===== src/rtl/mod_up_down_counter_pkg.sv =====
// -----------------------------------------------------------------------------
// up_down_counter_pkg
// Shared types and helpers for the modulus up/down counter.
//   mode_e      : boundary behaviour, MODE_WRAP (0) or MODE_SAT (1)
//   clamp_load  : limits a load value to the programmed modulus
// -----------------------------------------------------------------------------
package up_down_counter_pkg;

  typedef enum logic {
    MODE_WRAP = 1'b0,
    MODE_SAT  = 1'b1
  } mode_e;

  // Functions in a package cannot take a width parameter, so the helper
  // works at a fixed generous width; callers zero-extend their operands
  // and cast the result back to their own width.
  localparam int unsigned CLAMP_W = 32;

  function automatic logic [CLAMP_W-1:0] clamp_load(
    input logic [CLAMP_W-1:0] d,
    input logic [CLAMP_W-1:0] modulus
  );
    return (d > modulus) ? modulus : d;
  endfunction

endpackage


===== src/rtl/mod_up_down_counter_step_unit.sv =====
// -----------------------------------------------------------------------------
// mod_step_unit
// Purely combinational next-count calculation for the modulus counter.
// Ports:
//   q            in  current count
//   step         in  raw increment/decrement amount
//   modulus      in  maximum legal count (range 0..modulus)
//   up_down      in  1 = count up, 0 = count down
//   mode         in  mode_e encoding (wrap / saturate)
//   next_q       out value the counter takes if a count happens this edge
//   boundary     out the count crosses (or starts outside) the legal range
//   dir_up       out direction of the count (for flag attribution)
//   out_of_range out current q is above modulus (modulus was lowered)
//   step_nz      out effective step is non-zero, i.e. a count can happen
// -----------------------------------------------------------------------------
module mod_step_unit
  import up_down_counter_pkg::*;
#(
  parameter int NBITS     = 8,
  parameter int STEP_BITS = 4
) (
  input  logic [NBITS-1:0]     q,
  input  logic [STEP_BITS-1:0] step,
  input  logic [NBITS-1:0]     modulus,
  input  logic                 up_down,
  input  logic                 mode,
  output logic [NBITS-1:0]     next_q,
  output logic                 boundary,
  output logic                 dir_up,
  output logic                 out_of_range,
  output logic                 step_nz
);

  // One extra bit so that modulus+1 and q+step never truncate.
  localparam int W  = NBITS + 1;
  // Comparison width for clamping the step; the step may be wider than W.
  localparam int SW = (STEP_BITS > W) ? STEP_BITS : W;

  mode_e mode_sel;
  assign mode_sel = mode_e'(mode);

  logic [W-1:0]  q_x;
  logic [W-1:0]  mod_x;
  logic [W-1:0]  span_x;      // modulus + 1: number of legal states
  logic [SW-1:0] step_w;
  logic [SW-1:0] span_w;
  logic [W-1:0]  step_eff;
  logic [W-1:0]  sum_x;
  logic [W-1:0]  wrap_up_x;
  logic [W-1:0]  wrap_dn_x;

  assign q_x    = {1'b0, q};
  assign mod_x  = {1'b0, modulus};
  assign span_x = mod_x + W'(1);

  // A step larger than the whole range is pointless; clamping it keeps the
  // wrap arithmetic below inside a single turn of the range.
  assign step_w   = SW'(step);
  assign span_w   = SW'(span_x);
  assign step_eff = (step_w > span_w) ? span_x : W'(step_w);

  // With q <= modulus and step_eff <= modulus+1 none of these overflow W bits.
  assign sum_x     = q_x + step_eff;
  assign wrap_up_x = sum_x - span_x;
  assign wrap_dn_x = q_x + span_x - step_eff;

  assign out_of_range = (q_x > mod_x);
  assign step_nz      = (step_eff != '0);
  assign dir_up       = up_down;

  always_comb begin
    next_q   = q;
    boundary = 1'b0;
    if (up_down) begin
      if (out_of_range) begin
        // Stale count above a freshly lowered modulus: treat as overflow.
        boundary = 1'b1;
        next_q   = (mode_sel == MODE_SAT) ? modulus : '0;
      end else if (sum_x <= mod_x) begin
        next_q = NBITS'(sum_x);
      end else begin
        boundary = 1'b1;
        next_q   = (mode_sel == MODE_SAT) ? modulus : NBITS'(wrap_up_x);
      end
    end else begin
      if (out_of_range) begin
        // Pull the stale count back to the top of the range.
        boundary = 1'b1;
        next_q   = modulus;
      end else if (q_x >= step_eff) begin
        next_q = NBITS'(q_x - step_eff);
      end else begin
        boundary = 1'b1;
        next_q   = (mode_sel == MODE_SAT) ? '0 : NBITS'(wrap_dn_x);
      end
    end
  end

endmodule


===== src/rtl/mod_up_down_counter.sv =====
// -----------------------------------------------------------------------------
// mod_up_down_counter
// Up/down counter with programmable modulus and step, wrap or saturate mode,
// load clamping, registered terminal-count pulse and sticky over/underflow.
// Ports:
//   clk        in  clock, all state updates on the rising edge
//   reset      in  synchronous active-high reset
//   en         in  count enable
//   load       in  load d (clamped to modulus)
//   up_down    in  1 = up, 0 = down
//   mode       in  0 = wrap, 1 = saturate
//   d          in  load value
//   step       in  increment/decrement amount
//   modulus    in  maximum count
//   clr_flags  in  clear sticky ovf/unf (a same-edge set wins)
//   q / qn     out count and its bitwise inverse
//   tc         out one cycle per boundary event, aligned with the new q
//   ovf / unf  out sticky overflow / underflow flags
// Priority each edge: reset > load > count (en and non-zero step) > hold.
// -----------------------------------------------------------------------------
module mod_up_down_counter
  import up_down_counter_pkg::*;
#(
  parameter int NBITS     = 8,
  parameter int STEP_BITS = 4
) (
  input  logic                 clk,
  input  logic                 reset,
  input  logic                 en,
  input  logic                 load,
  input  logic                 up_down,
  input  logic                 mode,
  input  logic [NBITS-1:0]     d,
  input  logic [STEP_BITS-1:0] step,
  input  logic [NBITS-1:0]     modulus,
  input  logic                 clr_flags,
  output logic [NBITS-1:0]     q,
  output logic [NBITS-1:0]     qn,
  output logic                 tc,
  output logic                 ovf,
  output logic                 unf
);

  logic [NBITS-1:0] q_q, q_d;
  logic             tc_q, tc_d;
  logic             ovf_q, ovf_d;
  logic             unf_q, unf_d;

  logic [NBITS-1:0] step_next;
  logic             step_boundary;
  logic             step_dir_up;
  logic             step_oor;
  logic             step_nz;
  logic [NBITS-1:0] load_val;
  logic             count_fire;

  mod_step_unit #(
    .NBITS     (NBITS),
    .STEP_BITS (STEP_BITS)
  ) u_step (
    .q            (q_q),
    .step         (step),
    .modulus      (modulus),
    .up_down      (up_down),
    .mode         (mode),
    .next_q       (step_next),
    .boundary     (step_boundary),
    .dir_up       (step_dir_up),
    .out_of_range (step_oor),
    .step_nz      (step_nz)
  );

  assign load_val   = NBITS'(clamp_load(CLAMP_W'(d), CLAMP_W'(modulus)));
  assign count_fire = en && step_nz;

  always_comb begin
    q_d   = q_q;
    tc_d  = 1'b0;
    // Clear first so that an event on the same edge re-sets the flag.
    ovf_d = ovf_q & ~clr_flags;
    unf_d = unf_q & ~clr_flags;
    if (load) begin
      q_d = load_val;
    end else if (count_fire) begin
      q_d  = step_next;
      tc_d = step_boundary;
      if (step_boundary && step_dir_up) begin
        ovf_d = 1'b1;
      end
      // Recovering from a lowered modulus is not a real underflow.
      if (step_boundary && !step_dir_up && !step_oor) begin
        unf_d = 1'b1;
      end
    end
  end

  always_ff @(posedge clk) begin
    if (reset) begin
      q_q   <= '0;
      tc_q  <= 1'b0;
      ovf_q <= 1'b0;
      unf_q <= 1'b0;
    end else begin
      q_q   <= q_d;
      tc_q  <= tc_d;
      ovf_q <= ovf_d;
      unf_q <= unf_d;
    end
  end

  assign q   = q_q;
  assign qn  = ~q_q;
  assign tc  = tc_q;
  assign ovf = ovf_q;
  assign unf = unf_q;

endmodule


===== config.mk =====
export PLATFORM = sky130hd
export DESIGN_NAME = mod_up_down_counter
export DESIGN_NICKNAME = d
export VERILOG_FILES = /design/src/rtl/mod_up_down_counter_pkg.sv /design/src/rtl/mod_up_down_counter_step_unit.sv /design/src/rtl/mod_up_down_counter.sv
export SDC_FILE = /design/constraint.sdc
export NUM_CORES = 1
export LEC_CHECK = 0
export ABC_AREA = 1
export CAP_MARGIN = 20
export CELL_PAD_IN_SITES_DETAIL_PLACEMENT = 0
export CELL_PAD_IN_SITES_GLOBAL_PLACEMENT = 1
export CORE_ASPECT_RATIO = 1.4
export CORE_MARGIN = 1.5
export CORE_UTILIZATION = 36
export CTS_CLUSTER_SIZE = 40
export DETAILED_ROUTE_END_ITERATION = 10
export HOLD_SLACK_MARGIN = 0.03
export PLACE_DENSITY_LB_ADDON = 0.25
export SYNTH_ARGS = -nofsm -noshare
export SYNTH_HDL_FRONTEND = slang
export SYNTH_SLANG_ARGS = --single-unit

===== constraint.sdc =====
create_clock -name clk -period 4.71 [get_ports clk]
set_input_delay 0.471 -clock clk [delete_from_list [all_inputs] [get_ports clk]]
set_output_delay 0.471 -clock clk [all_outputs]
set_load 0.02 [all_outputs]

==> run summary, run 1 <==
ys flop type: dfxtp_1
Setup WS pre-CTS: -0.6149 ns
hold_buf cts: 0
I/O Pins: 46
Gate power share: 79.8%
DRT Pass-1 Iters: 4
Tightest Hold Check Type: flop to flop
FILL cells: 980
critical path depth in cells: 42
Flop pwr share: 8.9%
Area growth syn-to-layout: 46.17%
Peak Freq: 223.6 MHz
clock latency on the worst-skew pair: 0.24 ns
sw frac: 48.14%
FF-to-FF path depth: 23
cts bufs inserted: 3
Pint: 737.1 µW
Worst setup SP type: input port
CP Max Fanout: 5
WL final: 12.84 mm
pins over their slew limit: 0
ys async rst share: 0%
drt initial violations: 166
Syn. warnings: 0
DIE AREA: 10230 µm²
Synth area leaders: ha_1, nand2_1, inv_1
Detail Route Antenna Nets: 0
RSZ-0062 raised after global routing: true
CTS tree: built
clk sinks: 11
gpl congestion: 0.9339
most frequent cells in the layout: nand2_1, inv_1, buf_4
cell taking the most area after synthesis: ha_1
status: complete, no violations
Setup TNS Final: 0 ns
actual slew at the worst max-slew pin: 0.5171 ns
die width: 85.93 µm
Clock transition at path regs: 0.04 ns
Pleak: 0.002760 µW
Worst setup EP type: flop
Die Y: 119.1 µm
Worst path max stage delay: 0.27 ns
synthesis-stage register bit count: 11
PD cells: 280.5 nW/µm²
All-Layer GR Usage: 25.65%
CP most frequent cell: nand2_1
hold depth: 2
Post-synth EDFFs: 0
Overflow after GRT: 0
final-report hold violation count: 0
first-pass GRT wire length: 20.24 mm
via/cell ratio: 5.001
delay-heaviest family, CP: simple AND/OR/NAND/NOR gates
internal reg-to-reg setup slack: 1.30 ns
Ant. Diodes: 0
worst r2r src: q[4]
Tcrit/Tclk final: 94.97%
Post-route DRC: 0
vias: 4156
most common library cell in the layout ignoring fill and taps: nand2_1
vias in the first global route: 4241
CTS max path bufs: 2
Clk Tree Root Cell: clkbuf_16
mapped cell area: 3466 µm²
Tmin final: 4.473 ns
Synth top area share: 19.86%
Max Cap Viol: 0
Final #Nets: 814
PortBufs: 45
relative slew slack: 65.42%
CP bufs+invs: 10
site row count: 42
largest net degree at the start of global routing: 14
Clk pwr share: 11.3%
WS Path Type: input port to flop
crit path from: modulus[0]
PnR Total Power: 1421 µW
Worst Skew: 0.0008702 ns
setup ws final: 0.2371 ns
Worst Path Arrival: 4.60 ns
dpl hpwl: 10.78 mm
post-synth cell types: 40
Worst IR Drop VDD: 187.0 µV
worst reg2reg path endpoint: q[7]
Starting Density: 36.84%
CP endpoint: q[7]
syn_area_per_cell: 5.924 µm²
WL/cell: 15.45 µm
post-synthesis sequential area ratio: 6.354%
share of layout cells above drive strength 1: 21.91%
CTS H-tree depth: 1
initial antenna violation count: 0
Core Box Area: 9407 µm²
Slowest cell on crit path: ha_4
setup violators final: 0
Critical Path RT: 4.84 ns
cell count after synthesis: 585
NetSw: 684.1 µW
[worst min path at each step]
| stage | startpoint | to | slack [ns] |
|---|---|---|---|
| after floorplan | ovf | ovf | 0.54 |
| after global placement | ovf | ovf | 0.46 |
| after detailed placement | ovf | ovf | 0.48 |
| after CTS | ovf | ovf | 0.48 |
| after global routing | ovf | ovf | 0.50 |
| final | ovf | ovf | 0.48 |
[stage by stage]
step | instances | util [%] | hold WS (ns) | area (µm²)
final | 831 | 53.86 | 0.4755 | 5066
after global routing | 831 | 53.86 | 0.5024 | 5066
after CTS | 822 | 51.30 | 0.4798 | 4826
after detailed placement | 811 | 48.76 | 0.4758 | 4587
after global placement | 811 | 48.76 | 0.4554 | 4587
after floorplan | 594 | - | 0.5400 | 3500
[registers in the layout, summed over array words and instances (netlist names)]
register / cells
unf: 1
tc: 1
ovf: 1
q: 8
[final cells by class]
cell class | count | area, µm² | area share [%]
Multi-Input combinational cell | 466 | 3074 | 60.68
Inverter | 106 | 402.9 | 7.953
Tap cell | 110 | 137.6 | 2.717
Sequential cell | 11 | 220.2 | 4.347
Clock buffer | 4 | 78.83 | 1.556
Timing Repair Buffer | 134 | 1152 | 22.75
[cells in the mapped netlist (3+ instances only)]
master,number
nand4_1,9
xor2_1,11
nand2_2,7
a21o_1,3
o211ai_1,11
buf_2,3
nand2_1,172
a21oi_1,40
inv_1,101
o21bai_1,3
fa_1,10
o21ai_0,22
nor4_1,3
inv_2,3
nor2_2,5
nor2_1,32
o2111ai_1,3
dfxtp_1,11
ha_1,55
nand3_1,43
xnor2_1,6
clkbuf_1,5
[per-layer routing]
layer  GRT usage (%)  vias to the layer above  share of wire (%)
met5               0                        -                  0
met4           10.79                        0                3.5
met3          0.8316                       21                3.9
met2           49.51                       88                 53
met1           28.59                     1902                 39
li1                -                     2145                  -
[power by group through the flow]
stage | combinational [µW] | sequential, µW | clock, µW
after global placement | 986 | 126 | 0
after floorplan | 604 | 131 | 0
after CTS | 1050 | 126 | 163
final | 1130 | 126 | 161
after detailed placement | 996 | 127 | 0
after global routing | 1260 | 129 | 166
[cell families after synthesis]
| group | count (synthesis) | synth area share, % |
|---|---|---|
| adder cells (fa/ha/maj) | 65 | 25.63 |
| buffers and inverters | 117 | 12.89 |
| other | 2 | 0.2167 |
| AND/OR/NAND/NOR | 280 | 35.02 |
| flip-flops | 11 | 6.354 |
| XOR/XNOR | 17 | 4.296 |
| AO/OA/AOI/OAI | 93 | 15.60 |
[what timing repair did]
action                                  4_1_cts  5_1_grt
endpoints found under the setup margin       10       10
pin swaps                                     9       35
gates resized for setup                      26       49
buffers inserted                              7        9
[worst reg2reg max path: stages, from the launching register on]
cell      delay, ns
dfxtp_1        0.39
ha_1           0.57
inv_1          0.14
a21oi_1        0.21
inv_1          0.06
a21oi_1        0.16
nand2_1        0.07
nand2_1        0.09
nand2_2        0.09
ha_4           0.27
inv_1          0.04
nor4_2         0.22
nand2_1        0.08
nand2_1        0.08
nand2_2        0.10
nor2_4         0.16
inv_4          0.06
buf_4          0.13
o21bai_1       0.11
inv_1          0.05
nand2_1        0.06
nand2_1        0.05
nand2_1        0.06
a21oi_1        0.07
Power figures use the tool's default switching activity.
==> inputs of run 2 (changes only) <==
==> constraint.sdc (replaced) <==
create_clock -name clk -period 3.9 [get_ports clk]
set_input_delay 0.39 -clock clk [delete_from_list [all_inputs] [get_ports clk]]
set_output_delay 0.39 -clock clk [all_outputs]
set_load 0.02 [all_outputs]
==> run 2 against run 1 <==
The flow now finishes with violations (setup timing). Cell count up 3.1%. Count of clock-buffer cells in the layout unchanged. Total power up 28%.
==> run summary, run 2 (same netlist as run 1, synthesis figures left out) <==
worst r2r src: q[1]
most common library cell in the layout ignoring fill and taps: nand2_1
Pleak: 0.002856 µW
Final Non-Filler Cells: 857
Hold Crit Endpoint: ovf
DRT Pass-1 Iters: 4
FILL cells: 946
Reg with most FFs: q
initial antenna violation count: 0
first-pass GRT wire length: 20.31 mm
Overflow after GRT: 0
Critical Path RT: 4.03 ns
WS Path Type: input port to flop
hold_buf cts: 0
site row count: 42
Ant. Diodes: 0
Worst setup EP type: flop
Worst Skew: 0.003933 ns
hold depth: 2
Worst path max stage delay: 0.34 ns
Worst IR Drop VDD: 219.3 µV
via/cell ratio: 4.994
FF-to-FF path depth: 20
Slowest cell on crit path: fa_2
vias: 4280
dpl cells: 838
Tmin final: 4.280 ns
largest net degree at the start of global routing: 14
Area growth syn-to-layout: 53.54%
most frequent cells in the layout: nand2_1, buf_4, inv_1
Post-route DRC: 0
die width: 85.93 µm
pins over their slew limit: 0
gpl congestion: 0.9452
WL/cell: 15.06 µm
clk sinks: 11
Final #Nets: 840
setup violators final: 10
Setup WS pre-CTS: -1.151 ns
CTS max path bufs: 2
Core Box Area: 9407 µm²
Detail Route Antenna Nets: 0
All-Layer GR Usage: 25.75%
Clock transition at path regs: 0.04 ns
drt initial violations: 214
Tcrit/Tclk final: 109.7%
cts bufs inserted: 3
Peak Freq: 233.7 MHz
RSZ-0062 raised after global routing: true
Core Util, Final: 56.57%
CP most frequent cell: nand2_1
CTS tree: built
setup ws final: -0.3796 ns
PnR Total Power: 1816 µW
CTS H-tree depth: 1
DIE AREA: 10230 µm²
final-report hold violation count: 0
Tightest Hold Check Type: flop to flop
relative slew slack: 63.70%
failing checks: setup timing
share of layout cells above drive strength 1: 27.58%
status: finished, violations left
internal reg-to-reg setup slack: 0.53 ns
clock latency on the worst-skew pair: 0.25 ns
Largest register FFs: 8
CP bufs+invs: 8
Worst setup SP type: input port
Worst Path Arrival: 4.41 ns
WL final: 12.91 mm
hold_ws: 0.4787 ns
Clk Tree Root Cell: clkbuf_16
I/O Pins: 46
hold path start: ovf
Die Y: 119.1 µm
Max Cap Viol: 0
actual slew at the worst max-slew pin: 0.5428 ns
CP Max Fanout: 6
PortBufs: 45
vias in the first global route: 4319
dpl hpwl: 10.97 mm
worst reg2reg path endpoint: q[7]
delay-heaviest family, CP: simple AND/OR/NAND/NOR gates
PD cells: 341.2 nW/µm²
Starting Density: 36.84%
[run 2: changes by cell type in the layout (fill, tap and decap cells not counted), moves of 5 or more]
cell / previous run / this run
buf_4: 85 / 113
dlymetal6s2s_1: 5 / 0
nand2_1: 160 / 152
nand2_2: 16 / 22
nand3_1: 42 / 36
nand3_2: 1 / 7
[run 2: stage by stage]
step                area [µm²]  TNS (ns)
CTS                       5096    -2.776
global route              5321    -6.620
floorplan                 3562    -2.082
finish                    5321    -3.430
global placement          4852    -10.43
detailed placement        4852    -11.42
[run 2: final cells by class]
| cell class | instances | area [µm²] | share of cell area, % |
|---|---|---|---|
| repair buffers | 160 | 1324 | 24.88 |
| well taps | 110 | 137.6 | 2.586 |
| multi-input cells | 466 | 3156 | 59.30 |
| inverters | 106 | 405.4 | 7.618 |
| flip-flops and latches | 11 | 220.2 | 4.138 |
| clock buffers | 4 | 78.83 | 1.481 |
[run 2: layer usage]
| metal | vias up | global-route usage [%] | routed length (µm) |
|---|---|---|---|
| li1 | 2197 | - | - |
| met1 | 1948 | 29.15 | 5131 |
| met2 | 101 | 46.90 | 6637 |
| met3 | 34 | 0.8316 | 415 |
| met4 | 0 | 15.52 | 725 |
| met5 | - | 0 | 0 |
[run 2: where the power goes]
part	internal (µW)	switching, µW	leakage [µW]	total [µW]
Sequential	125	27.4	0.0000908	152
Combinational	684	782	0.00273	1470
Clock	138	59.3	0.0000382	197
[run 2: repair_timing]
action,CTS,global route
setup endpoints to repair,11,10
buffers inserted,6,9
pin swaps,25,36
resized for setup,40,41
[run 2: worst max-delay path by stage]
stage / from / to / slack, ns / cells after the start
2_1_floorplan: modulus[1] / q[2] / -0.28 / 39
3_3_place_gp: modulus[0] / q[1] / -1.06 / 34
3_5_place_dp: modulus[0] / q[1] / -1.15 / 38
4_1_cts: modulus[0] / q[1] / -0.32 / 38
5_1_grt: modulus[0] / q[3] / -0.72 / 41
6_report: modulus[0] / q[7] / -0.38 / 35
[run 2: tightest hold or removal path, cell delays in order (launching register included)]
cell,delay (ns)
dfxtp_1,0.30
nand2_1,0.08
a21oi_2,0.05
